===== src/rtl/elevator_pkg.sv =====
// Shared types and sizing for the elevator scheduler.
package elevator_pkg;

  localparam int unsigned FLOOR_W    = 3;
  localparam int unsigned NUM_FLOORS = 8;

  typedef enum logic [1:0] {
    IDLE = 2'd0,
    MOVE = 2'd1,
    DOOR = 2'd2
  } state_t;

endpackage


===== src/rtl/tick_timer.sv =====
// Tick-strobe interval counter; load wins over tick, so a strobe in the
// loading cycle does not count toward the new interval.
module tick_timer #(
  parameter int unsigned W = 3
) (
  input  logic         clk,
  input  logic         rst_n,
  input  logic         load,
  input  logic         tick,
  input  logic [W-1:0] last,
  output logic         done
);

  logic [W-1:0] cnt_q, cnt_d;

  assign done = tick && (cnt_q == last);

  // Next count: clear on load or on terminal tick, otherwise advance on tick.
  always_comb begin
    cnt_d = cnt_q;
    if (load || done) begin
      cnt_d = '0;
    end else if (tick) begin
      cnt_d = cnt_q + W'(1);
    end
  end

  // Count register.
  always_ff @(posedge clk or negedge rst_n) begin
    if (!rst_n) begin
      cnt_q <= '0;
    end else begin
      cnt_q <= cnt_d;
    end
  end

endmodule


===== src/rtl/elevator_scheduler.sv =====
// Single-car SCAN scheduler: latches floor calls, sequences travel and door
// intervals off the tick strobe, registered floor index for the floor demux.
module elevator_scheduler
  import elevator_pkg::*;
#(
  parameter int unsigned FLOORS       = NUM_FLOORS,
  parameter int unsigned TRAVEL_TICKS = 4,
  parameter int unsigned DOOR_TICKS   = 6
) (
  input  logic               clk,
  input  logic               rst_n,
  input  logic               tick,
  input  logic [FLOORS-1:0]  req,
  output logic [3:0]         floor_sel,
  output logic [FLOOR_W-1:0] cur_floor,
  output logic               dir_up,
  output logic               moving,
  output logic               door_open,
  output logic [FLOORS-1:0]  pending
);

  localparam int unsigned MAX_TICKS = (TRAVEL_TICKS > DOOR_TICKS) ? TRAVEL_TICKS : DOOR_TICKS;
  localparam int unsigned TW        = $clog2(MAX_TICKS + 1);
  localparam logic [TW-1:0] TRAVEL_LAST = TW'(TRAVEL_TICKS - 1);
  localparam logic [TW-1:0] DOOR_LAST   = TW'(DOOR_TICKS - 1);

  state_t             state_q, state_d;
  logic [FLOOR_W-1:0] cur_floor_q, cur_floor_d, next_floor;
  logic [3:0]         floor_sel_q, floor_sel_d;
  logic               dir_up_q, dir_up_d;
  logic               moving_q, moving_d;
  logic               door_open_q, door_open_d;
  logic [FLOORS-1:0]  pending_q, pending_d;
  logic [FLOORS-1:0]  set_mask, clr_mask;
  logic [FLOORS-1:0]  above_mask, below_mask;
  logic               above, below, ahead, behind;
  logic               timer_load, timer_done;
  logic [TW-1:0]      timer_last;

  assign timer_last = (state_q == DOOR) ? DOOR_LAST : TRAVEL_LAST;

  tick_timer #(.W(TW)) u_timer (
    .clk   (clk),
    .rst_n (rst_n),
    .load  (timer_load),
    .tick  (tick),
    .last  (timer_last),
    .done  (timer_done)
  );

  // Pending calls strictly above / below the car.
  always_comb begin
    above_mask = '0;
    below_mask = '0;
    for (int unsigned i = 0; i < FLOORS; i++) begin
      above_mask[i] = (i > 32'(cur_floor_q));
      below_mask[i] = (i < 32'(cur_floor_q));
    end
    above  = |(pending_q & above_mask);
    below  = |(pending_q & below_mask);
    ahead  = dir_up_q ? above : below;
    behind = dir_up_q ? below : above;
  end

  // Next-state, call latching and timer control.
  always_comb begin
    state_d     = state_q;
    cur_floor_d = cur_floor_q;
    dir_up_d    = dir_up_q;
    moving_d    = moving_q;
    door_open_d = door_open_q;
    set_mask    = req;
    clr_mask    = '0;
    timer_load  = 1'b0;
    next_floor  = dir_up_q ? (cur_floor_q + FLOOR_W'(1)) : (cur_floor_q - FLOOR_W'(1));

    unique case (state_q)
      IDLE: begin
        timer_load = 1'b1;
        if (pending_q[cur_floor_q]) begin
          state_d                = DOOR;
          door_open_d            = 1'b1;
          clr_mask[cur_floor_q]  = 1'b1;
        end else if (above) begin
          state_d  = MOVE;
          dir_up_d = 1'b1;
          moving_d = 1'b1;
        end else if (below) begin
          state_d  = MOVE;
          dir_up_d = 1'b0;
          moving_d = 1'b1;
        end
      end
      MOVE: begin
        if (timer_done) begin
          cur_floor_d = next_floor;
          timer_load  = 1'b1;
          if (pending_q[next_floor]) begin
            state_d              = DOOR;
            moving_d             = 1'b0;
            door_open_d          = 1'b1;
            clr_mask[next_floor] = 1'b1;
          end
        end
      end
      DOOR: begin
        // A call at the open floor is absorbed and holds the door instead.
        set_mask[cur_floor_q] = 1'b0;
        if (req[cur_floor_q]) begin
          timer_load = 1'b1;
        end else if (timer_done) begin
          timer_load  = 1'b1;
          door_open_d = 1'b0;
          if (ahead) begin
            state_d  = MOVE;
            moving_d = 1'b1;
          end else if (behind) begin
            state_d  = MOVE;
            moving_d = 1'b1;
            dir_up_d = ~dir_up_q;
          end else begin
            state_d = IDLE;
          end
        end
      end
      default: begin
        state_d     = IDLE;
        moving_d    = 1'b0;
        door_open_d = 1'b0;
      end
    endcase

    pending_d   = (pending_q | set_mask) & ~clr_mask;
    floor_sel_d = {1'b0, cur_floor_d};
  end

  // State and registered outputs.
  always_ff @(posedge clk or negedge rst_n) begin
    if (!rst_n) begin
      state_q     <= IDLE;
      cur_floor_q <= '0;
      floor_sel_q <= '0;
      dir_up_q    <= 1'b1;
      moving_q    <= 1'b0;
      door_open_q <= 1'b0;
      pending_q   <= '0;
    end else begin
      state_q     <= state_d;
      cur_floor_q <= cur_floor_d;
      floor_sel_q <= floor_sel_d;
      dir_up_q    <= dir_up_d;
      moving_q    <= moving_d;
      door_open_q <= door_open_d;
      pending_q   <= pending_d;
    end
  end

  assign floor_sel = floor_sel_q;
  assign cur_floor = cur_floor_q;
  assign dir_up    = dir_up_q;
  assign moving    = moving_q;
  assign door_open = door_open_q;
  assign pending   = pending_q;

endmodule


===== config.mk =====
export PLATFORM = sky130hd
export DESIGN_NAME = elevator_scheduler
export DESIGN_NICKNAME = d
export VERILOG_FILES = /design/src/rtl/elevator_pkg.sv /design/src/rtl/tick_timer.sv /design/src/rtl/elevator_scheduler.sv
export SDC_FILE = /design/constraint.sdc
export NUM_CORES = 1
export LEC_CHECK = 0
export CAP_MARGIN = 15
export CORE_MARGIN = 1
export CORE_UTILIZATION = 57
export CTS_CLUSTER_SIZE = 14
export DETAILED_ROUTE_END_ITERATION = 12
export MAX_ROUTING_LAYER = met4
export PLACE_DENSITY = 0.85
export SLEW_MARGIN = 25
export SYNTH_ARGS = -nofsm -noshare
export SYNTH_HDL_FRONTEND = slang
export SYNTH_HIERARCHICAL = 1
export SYNTH_SLANG_ARGS = --single-unit

===== constraint.sdc =====
create_clock -name clk -period 6.05 [get_ports clk]
set_input_delay 1.21 -clock clk [delete_from_list [all_inputs] [get_ports clk]]
set_output_delay 1.21 -clock clk [all_outputs]
set_load 0.005 [all_outputs]

==> results_tabular.tex, run 1 <==
\begin{tabular}{lr}
\hline
Metric & Value \\
\hline
\multicolumn{2}{l}{\textbf{Timing}} \\
\quad Clock skew & 0.00812 ns \\
\quad Number of hold violations in the final report & 0 \\
\quad Max-slew violation count & 0 \\
\quad Setup Viol. Count Final & 0 \\
\quad Final period util & 0.485 \\
\quad Setup TNS & 0 ns \\
\quad Worst slew slack as a fraction of its limit & 0.404 \\
\quad Time the final worst path needs with I/O delays and setup & 2.94 ns \\
\quad Worst slew pin tran & 0.892 ns \\
\quad RSZ-0062 raised after global routing & no \\
\quad Fin worst setup slack & 3.11 ns \\
\quad Worst hold slack across all endpoints & 0.541 ns \\
\quad Fmax achieved & 341 MHz \\
\multicolumn{2}{l}{\textbf{Clocking}} \\
\quad CTS buffer count & 3 \\
\quad Resized Gates After CTS & 0 \\
\quad Clock Latency Late Sink & 0.31 ns \\
\quad Post-CTS setup-driven buffer insertion count & 0 \\
\quad CTS H-Tree Depth & 1 \\
\quad Total clock sinks & 19 \\
\quad Clock input transition at the sequential cells of the worst setup and hold paths & 0.12 ns \\
\quad Hold buffers post-CTS & 0 \\
\quad CTS root buf & sky130\_fd\_sc\_hd\_\_clkbuf\_4 \\
\quad TritonCTS clock tree & done \\
\quad Buffer levels on the longest clock path & 2 \\
\multicolumn{2}{l}{\textbf{Routing}} \\
\quad Per-cell via count in the routed design & 6.55 \\
\quad Total length of routed met2 wires & 1.99 mm \\
\quad Routed wl met3 & 206 um \\
\quad Top routing layer used & met4 \\
\quad Initial DRC count & 61 \\
\quad DRC violation count after routing & 0 \\
\quad Number of routed nets with antenna violations & 0 \\
\quad Vias & 1507 \\
\quad Drt pass-1 iters & 4 \\
\quad Final routed wire length divided by cell count & 17.6 um \\
\quad Final wirelength & 4.04 mm \\
\quad Post-Route M1 WL & 1.79 mm \\
\multicolumn{2}{l}{\textbf{Logic synthesis}} \\
\quad Most frequent cell after synthesis & sky130\_fd\_sc\_hd\_\_dfrtp\_1 \\
\quad Ranking of synthesized cells by area & sky130\_fd\_sc\_hd\_\_dfrtp\_1, sky130\_fd\_sc\_hd\_\_ha\_1, sky130\_fd\_sc\_hd\_\_a21oi\_1, sky130\_fd\_sc\_hd\_\_mux2i\_1, sky130\_fd\_sc\_hd\_\_a221oi\_1 \\
\quad Gate Count Post-Synth & 181 \\
\quad Cell type with the highest aggregate area in the netlist & sky130\_fd\_sc\_hd\_\_dfrtp\_1 \\
\quad Number of nets in the synthesized netlist & 199 \\
\quad Number of enable flip-flop cells after synthesis & 0 \\
\quad Synth Warn \# & 6 \\
\quad Area of the mapped netlist & 0.00165 sq mm \\
\quad Sequential-to-total area share from yosys stat & 0.290 \\
\quad Fraction of registers with async set/reset & 1.00 \\
\quad Avg Inst Size Synth & 9.09 sq um \\
\quad Dominant register cell in the synthesized netlist & sky130\_fd\_sc\_hd\_\_dfrtp\_1 \\
\quad Area fraction of the dominant cell type after synthesis & 0.274 \\
\quad Commonest cells in the synthesized netlist & sky130\_fd\_sc\_hd\_\_dfrtp\_1, sky130\_fd\_sc\_hd\_\_a21oi\_1, sky130\_fd\_sc\_hd\_\_nand2\_1 \\
\quad Flip-flop and latch count after synthesis & 19 \\
\quad Number of distinct library cell variants in the gate-level netlist after synthesis & 56 \\
\multicolumn{2}{l}{\textbf{Placed design}} \\
\quad Routability congestion estimate from global placement & 0.919 \\
\quad Worst slack at placement & 2.90 ns \\
\quad Port Buf Inserts & 27 \\
\quad Detailed Place HPWL & 2.92 mm \\
\multicolumn{2}{l}{\textbf{Global routing}} \\
\quad Via count of the first global-routing pass & 1489 \\
\quad Number of antenna violations at the first check in global routing & 0 \\
\quad Tot GR Track Use & 0.286 \\
\quad Largest net degree at the start of global routing & 35 \\
\quad Gr ovfl total & 0 \\
\quad Wire length of the first global-routing pass & 6.82 mm \\
\multicolumn{2}{l}{\textbf{Floorplan}} \\
\quad I/O pin count & 29 \\
\quad Overall die height & 55.7 um \\
\quad Die W & 55.7 um \\
\quad Placement row count & 19 \\
\quad Total die area & 0.00311 sq mm \\
\quad Core Footprint & 0.00273 sq mm \\
\quad Starting Density & 0.602 \\
\multicolumn{2}{l}{\textbf{Flow run}} \\
\quad Number of max-capacitance violations reported & 0 \\
\multicolumn{2}{l}{\textbf{Finish}} \\
\quad Final antenna diode count & 0 \\
\quad Fin util & 0.693 \\
\quad Multi-input gate area & 0.00105 sq mm \\
\quad \# nets final & 218 \\
\quad Ratio of cells with drive above 1 in the final layout & 0.0854 \\
\quad Growth of design area from synthesis to finish & 15.1\% \\
\quad \# fillers & 218 \\
\quad Register cell area after layout & 477 sq um \\
\multicolumn{2}{l}{\textbf{Pwr}} \\
\quad Total power of the final layout & 656 uW \\
\quad Power density cells & 346 mW/mm\^{}2 \\
\quad Lkg Pwr & 0.000743 uW \\
\quad Max IR drop VDD & 0.278 mV \\
\multicolumn{2}{l}{\textbf{Run status}} \\
\quad Run status & finished, final reports clean \\
\multicolumn{2}{l}{\textbf{Min path}} \\
\quad HP Start & moving \\
\quad Worst min-delay path endpoint & moving \\
\quad Worst hold path stage count & 1 \\
\quad Worst min path class & reg -> reg \\
\multicolumn{2}{l}{\textbf{Worst setup path}} \\
\quad Arrival time worst endpoint & 3.15 ns \\
\quad Peak per-stage delay on the critical path & 0.45 ns \\
\quad Type of element capturing the critical path & flop \\
\quad Origin of the critical flop-to-flop path & floor\_sel[0] \\
\quad Count of cells along the worst register-to-register path & 8 \\
\quad Largest fanout of any net on the critical path & 34 \\
\quad Critical register-to-register path endpoint & state\_q[1] \\
\quad Slack of the worst reg-to-reg path & 3.11 ns \\
\quad Critical path class & reg -> reg \\
\quad Worst path slowest cell & sky130\_fd\_sc\_hd\_\_xnor2\_1 \\
\quad CP required & 6.26 ns \\
\quad Category of the worst setup path launch point & flop \\
\quad Chain of cells forming the critical path & buf\_4 -> inv\_1 -> ha\_1 -> xnor2\_1 -> mux4\_2 -> o211ai\_1 -> a21oi\_1 -> o21a\_1 \\
\hline
\end{tabular}
## report_power, final
group	leakage, uW	internal, uW	switching (uW)
sequential	0.000207	157	42.1
combinational	0.000518	176	214
clock	0.0000177	24.7	42.6
## cell families (layout without fill, tap and decap cells)
group / after synthesis / after routing / share of synthesized area
compound gates: 64 / 64 / 0.311
simple gates: 52 / 52 / 0.160
buf+inv: 21 / 39 / 0.0738
flops: 19 / 19 / 0.290
mux: 9 / 9 / 0.0700
fa+ha+maj: 7 / 7 / 0.0532
xor+xnor: 7 / 7 / 0.0373
other cells: 2 / 2 / 0.00456
## sequential cells by signal, indices dropped and copies added (netlist names)
name           flops
u_timer/cnt_q      3
floor_sel          3
dir_up             1
pending            8
moving             1
state_q            2
door_open          1
## layer usage
layer,track usage,up-vias
met5,-,-
met4,0.111,0
met3,0.0512,8
met2,0.461,56
met1,0.358,730
li1,-,713
## layout by cell type, fill, tap and decap left out, drive strengths merged, types with 4 or more instances in the layout
cell / Yosys / layout
a21oi: 16 / 16
nand2: 12 / 12
o21ai: 5 / 5
and2: 5 / 5
xnor2: 4 / 4
ha: 7 / 7
nand3: 5 / 5
clkdlybuf4s50: 0 / 27
a221oi: 6 / 6
o31ai: 6 / 6
mux2i: 7 / 7
inv: 7 / 7
nor2: 10 / 10
dfrtp: 18 / 18
nor2b: 7 / 7
a211oi: 4 / 4
## stage by stage
stage                     std cells  cell area [sq um]
after floorplan                 181               1650
after global placement          226               1870
after detailed placement        226               1870
after CTS                       230               1890
after global routing            230               1890
final                           230               1890
## critical path: cells and delay by family, from the launching register on
family | cells | cell delay, ns
adder cells (fa/ha/maj) | 1 | 0.36
AO/OA/AOI/OAI | 3 | 0.67
flip-flops | 1 | 0.34
XOR/XNOR | 1 | 0.45
buffers and inverters | 2 | 0.62
multiplexers | 1 | 0.40
## final cells by class
type	count	area share
clock buffers	3	0.0119
clock inverters	1	0.00264
inverters	7	0.0139
multi-input cells	141	0.553
flip-flops and latches	19	0.252
well taps	31	0.0205
repair buffers	28	0.147
## worst max path at each step
stage	to	slack [ns]	from	depth (start not counted)
floorplan	pending[7]	3.45	tick	7
global placement	pending[7]	2.94	tick	7
detailed placement	pending[7]	2.90	tick	7
CTS	state_q[1]	3.15	floor_sel[0]	8
global route	pending[7]	2.92	state_q[0]	10
finish	state_q[1]	3.11	floor_sel[0]	8
(Power assumes the default switching activity.)
==> run 2, diff against run 1 <==
--- a/config.mk
+++ b/config.mk
@@ -7,11 +7,11 @@
 export LEC_CHECK = 0
 export CAP_MARGIN = 15
 export CORE_MARGIN = 1
-export CORE_UTILIZATION = 57
+export CORE_UTILIZATION = 53
 export CTS_CLUSTER_SIZE = 14
 export DETAILED_ROUTE_END_ITERATION = 12
 export MAX_ROUTING_LAYER = met4
-export PLACE_DENSITY = 0.85
+export PLACE_DENSITY = 0.8
 export SLEW_MARGIN = 25
 export SYNTH_ARGS = -nofsm -noshare
 export SYNTH_HDL_FRONTEND = slang
==> constraint.sdc (replaced) <==
create_clock -name clk -period 3 [get_ports clk]
set_input_delay 0.6 -clock clk [delete_from_list [all_inputs] [get_ports clk]]
set_output_delay 0.6 -clock clk [all_outputs]
set_load 0.005 [all_outputs]
==> run 2 against run 1 <==
Against the previous run:
- the run now ends with DRC left
- clock skew about the same
- non-clock buffer count up 2
- combinational power up 110%
- via count up 2.0%
- global-route usage up 1.1 points
- clock power up 110%
- clock-buffer cell count up 1
- register-to-register slack worse by 2.9 ns
- sequential share of layout area down 0.28 points
- sequential cell count unchanged
- worst hold slack better by 0.010 ns
- critical endpoint is now pending[7]
- highest routed layer unchanged
==> results_tabular.tex, run 2 (synthesis results as in run 1) <==
\begin{tabular}{lr}
\hline
Metric & Value \\
\hline
\multicolumn{2}{l}{\textbf{Run status}} \\
\quad Run status & finished, violations left \\
\quad Failing checks & DRC \\
\multicolumn{2}{l}{\textbf{Timing}} \\
\quad Setup TNS & 0 ns (unchanged) \\
\quad Worst slew slack as a fraction of its limit & 0.410 (+0.00620) \\
\quad Max-slew violation count & 0 (unchanged) \\
\quad Worst slew pin tran & 0.882 ns (-0.00928 ns) \\
\quad Time the final worst path needs with I/O delays and setup & 2.76 ns (-0.172 ns) \\
\quad RSZ-0062 raised after global routing & no \\
\quad Final period util & 0.922 (+0.436) \\
\quad Fmax achieved & 362 MHz (+6.2\%) \\
\quad Setup Viol. Count Final & 0 (unchanged) \\
\quad Number of hold violations in the final report & 0 (unchanged) \\
\quad Clock skew & 0.00783 ns (-0.000289 ns) \\
\multicolumn{2}{l}{\textbf{Worst setup path}} \\
\quad Origin of the critical flop-to-flop path & state\_q[0] \\
\quad Count of cells along the worst register-to-register path & 10 (+2) \\
\quad Largest fanout of any net on the critical path & 8 (-76\%) \\
\quad Arrival time worst endpoint & 2.96 ns (-0.19 ns) \\
\quad Critical path startpoint & state\_q[0] \\
\quad Slack of the worst reg-to-reg path & 0.24 ns (-2.88 ns) \\
\quad Chain of cells forming the critical path & nand2b\_1 -> inv\_1 -> xor2\_1 -> nor3\_2 -> and2\_2 -> nand3b\_1 -> nor2b\_2 -> and2\_1 -> a31oi\_1 -> a21boi\_0 \\
\quad Buf+Inv Stages, Crit Path & 1 (-1) \\
\quad Category of the worst setup path launch point & flop \\
\quad Crit. path cell count & 10 (+2) \\
\quad Critical path class & reg -> reg \\
\quad Worst path slowest cell & sky130\_fd\_sc\_hd\_\_dfrtp\_1 \\
\quad Critical register-to-register path endpoint & pending[7] \\
\quad CP required & 3.20 ns (-3.06 ns) \\
\quad Peak per-stage delay on the critical path & 0.48 ns (+0.03 ns) \\
\quad Category of cells accounting for the largest share of critical-path delay & simple AND/OR/NAND/NOR gates \\
\quad Type of element capturing the critical path & flop \\
\multicolumn{2}{l}{\textbf{Clocking}} \\
\quad Clock input transition at the sequential cells of the worst setup and hold paths & 0.12 ns (about the same) \\
\quad TritonCTS clock tree & done \\
\quad CTS buffer count & 3 (unchanged) \\
\quad Total clock sinks & 19 (unchanged) \\
\quad Post-CTS setup-driven buffer insertion count & 0 (unchanged) \\
\quad Clock Latency Late Sink & 0.31 ns (about the same) \\
\quad CTS H-Tree Depth & 1 (unchanged) \\
\quad Hold buffers post-CTS & 0 (unchanged) \\
\quad Buffer levels on the longest clock path & 2 (unchanged) \\
\quad Resized Gates After CTS & 0 (unchanged) \\
\quad CTS root buf & sky130\_fd\_sc\_hd\_\_clkbuf\_4 \\
\multicolumn{2}{l}{\textbf{Finish}} \\
\quad Ratio of cells with drive above 1 in the final layout & 0.0995 (+0.0141) \\
\quad Number of flip-flops in the largest register & 8 (unchanged) \\
\quad Final design instance area without fill & 0.00192 sq mm (+1.1\%) \\
\quad Commonest cells after routing, fill and taps aside & sky130\_fd\_sc\_hd\_\_clkdlybuf4s50\_1, sky130\_fd\_sc\_hd\_\_dfrtp\_1, sky130\_fd\_sc\_hd\_\_a21oi\_1, sky130\_fd\_sc\_hd\_\_nand2\_1, sky130\_fd\_sc\_hd\_\_nor2\_1 \\
\quad Fin util & 0.671 (-0.0214) \\
\quad Growth of design area from synthesis to finish & 16.4\% \\
\quad Most common cell after layout, fill and taps aside & sky130\_fd\_sc\_hd\_\_clkdlybuf4s50\_1 \\
\quad \# nets final & 220 (+0.92\%) \\
\quad Final antenna diode count & 0 (unchanged) \\
\multicolumn{2}{l}{\textbf{Placed design}} \\
\quad Port Buf Inserts & 27 (unchanged) \\
\quad Detailed Place HPWL & 3.04 mm (+4.2\%) \\
\quad Placed instance area & 0.00188 sq mm (+0.80\%) \\
\quad Routability congestion estimate from global placement & 0.959 (+4.4\%) \\
\multicolumn{2}{l}{\textbf{Pwr}} \\
\quad Lkg Pwr & 0.000753 uW (+1.3\%) \\
\quad Total power of the final layout & 1340 uW (+100\%) \\
\quad Power density cells & 702 mW/mm\^{}2 (+100\%) \\
\quad Max IR drop VDD & 0.348 mV (+25\%) \\
\multicolumn{2}{l}{\textbf{Min path}} \\
\quad Worst min-delay path endpoint & moving \\
\quad Worst min path class & reg -> reg \\
\quad Worst hold path stage count & 1 (unchanged) \\
\quad HP Start & moving \\
\multicolumn{2}{l}{\textbf{Floorplan}} \\
\quad Overall die height & 57.7 um (+3.6\%) \\
\quad Die W & 57.7 um (+3.6\%) \\
\quad Core Footprint & 0.00285 sq mm (+4.3\%) \\
\quad I/O pin count & 29 (unchanged) \\
\quad Starting Density & 0.577 (-0.0251) \\
\quad Placement row count & 19 (unchanged) \\
\quad Total die area & 0.00333 sq mm (+7.3\%) \\
\multicolumn{2}{l}{\textbf{Routing}} \\
\quad Per-cell via count in the routed design & 6.63 (+1.1\%) \\
\quad Initial DRC count & 99 (+62\%) \\
\quad Number of routed nets with antenna violations & 0 (unchanged) \\
\quad Final wirelength & 4.23 mm (+4.7\%) \\
\quad Final routed wire length divided by cell count & 18.2 um (+3.8\%) \\
\quad DRC violation count after routing & 1 (+1) \\
\quad Drt pass-1 iters & 8 (+4) \\
\quad Vias & 1537 (+2.0\%) \\
\multicolumn{2}{l}{\textbf{Global routing}} \\
\quad Largest net degree at the start of global routing & 34 (-2.9\%) \\
\quad Number of antenna violations at the first check in global routing & 0 (unchanged) \\
\quad Via count of the first global-routing pass & 1520 (+2.1\%) \\
\quad Wire length of the first global-routing pass & 7.33 mm (+7.5\%) \\
\quad Tot GR Track Use & 0.297 (+0.0107) \\
\quad Gr ovfl total & 0 (unchanged) \\
\multicolumn{2}{l}{\textbf{Flow run}} \\
\quad Number of max-capacitance violations reported & 0 (unchanged) \\
\hline
\end{tabular}
run 2: worst max path at each step:
stage	endpoint	slack, ns
CTS	pending[7]	0.15
floorplan	pending[7]	0.50
global route	pending[7]	0.03
finish	pending[7]	0.24
global placement	pending[7]	0.36
detailed placement	pending[7]	0.19
run 2: stage by stage:
| stage | hold slack, ns | instances | setup slack (ns) |
|---|---|---|---|
| finish | 0.551 | 232 | 0.235 |
| detailed placement | 0.525 | 228 | 0.187 |
| global route | 0.573 | 232 | 0.0260 |
| global placement | 0.524 | 228 | 0.361 |
| CTS | 0.553 | 232 | 0.149 |
| floorplan | 0.304 | 181 | 0.498 |
run 2: worst reg2reg max path: stages (launching register included):
cell and delay [ns]:
sky130_fd_sc_hd__dfrtp_1 0.48, sky130_fd_sc_hd__nand2b_1 0.27, sky130_fd_sc_hd__inv_1 0.19, sky130_fd_sc_hd__xor2_1 0.23, sky130_fd_sc_hd__nor3_2 0.27, sky130_fd_sc_hd__and2_2 0.27, sky130_fd_sc_hd__nand3b_1 0.30, sky130_fd_sc_hd__nor2b_2 0.26
sky130_fd_sc_hd__and2_1 0.17, sky130_fd_sc_hd__a31oi_1 0.08, sky130_fd_sc_hd__a21boi_0 0.15
run 2: area by class of cell:
class / count / area [sq um]
Clock buffer: 4 / 26.3
Fill cell: 236 / 937
Timing Repair Buffer: 30 / 293
Tap cell: 31 / 38.8
Multi-Input combinational cell: 141 / 1050
Sequential cell: 19 / 477
Inverter: 7 / 26.3
run 2: report_power, final:
part	leakage (uW)	internal [uW]	switching (uW)
sequential	0.000207	316	75.7
combinational	0.000530	363	450
clock	0.0000150	52.1	86.2
total	0.000753	732	612
run 2: routing by layer:
metal,up-vias,track usage,part of all wire
li1,713,-,-
met1,734,0.364,0.42
met2,78,0.480,0.47
met3,12,0.0603,0.075
met4,0,0.119,0.027
met5,-,-,0
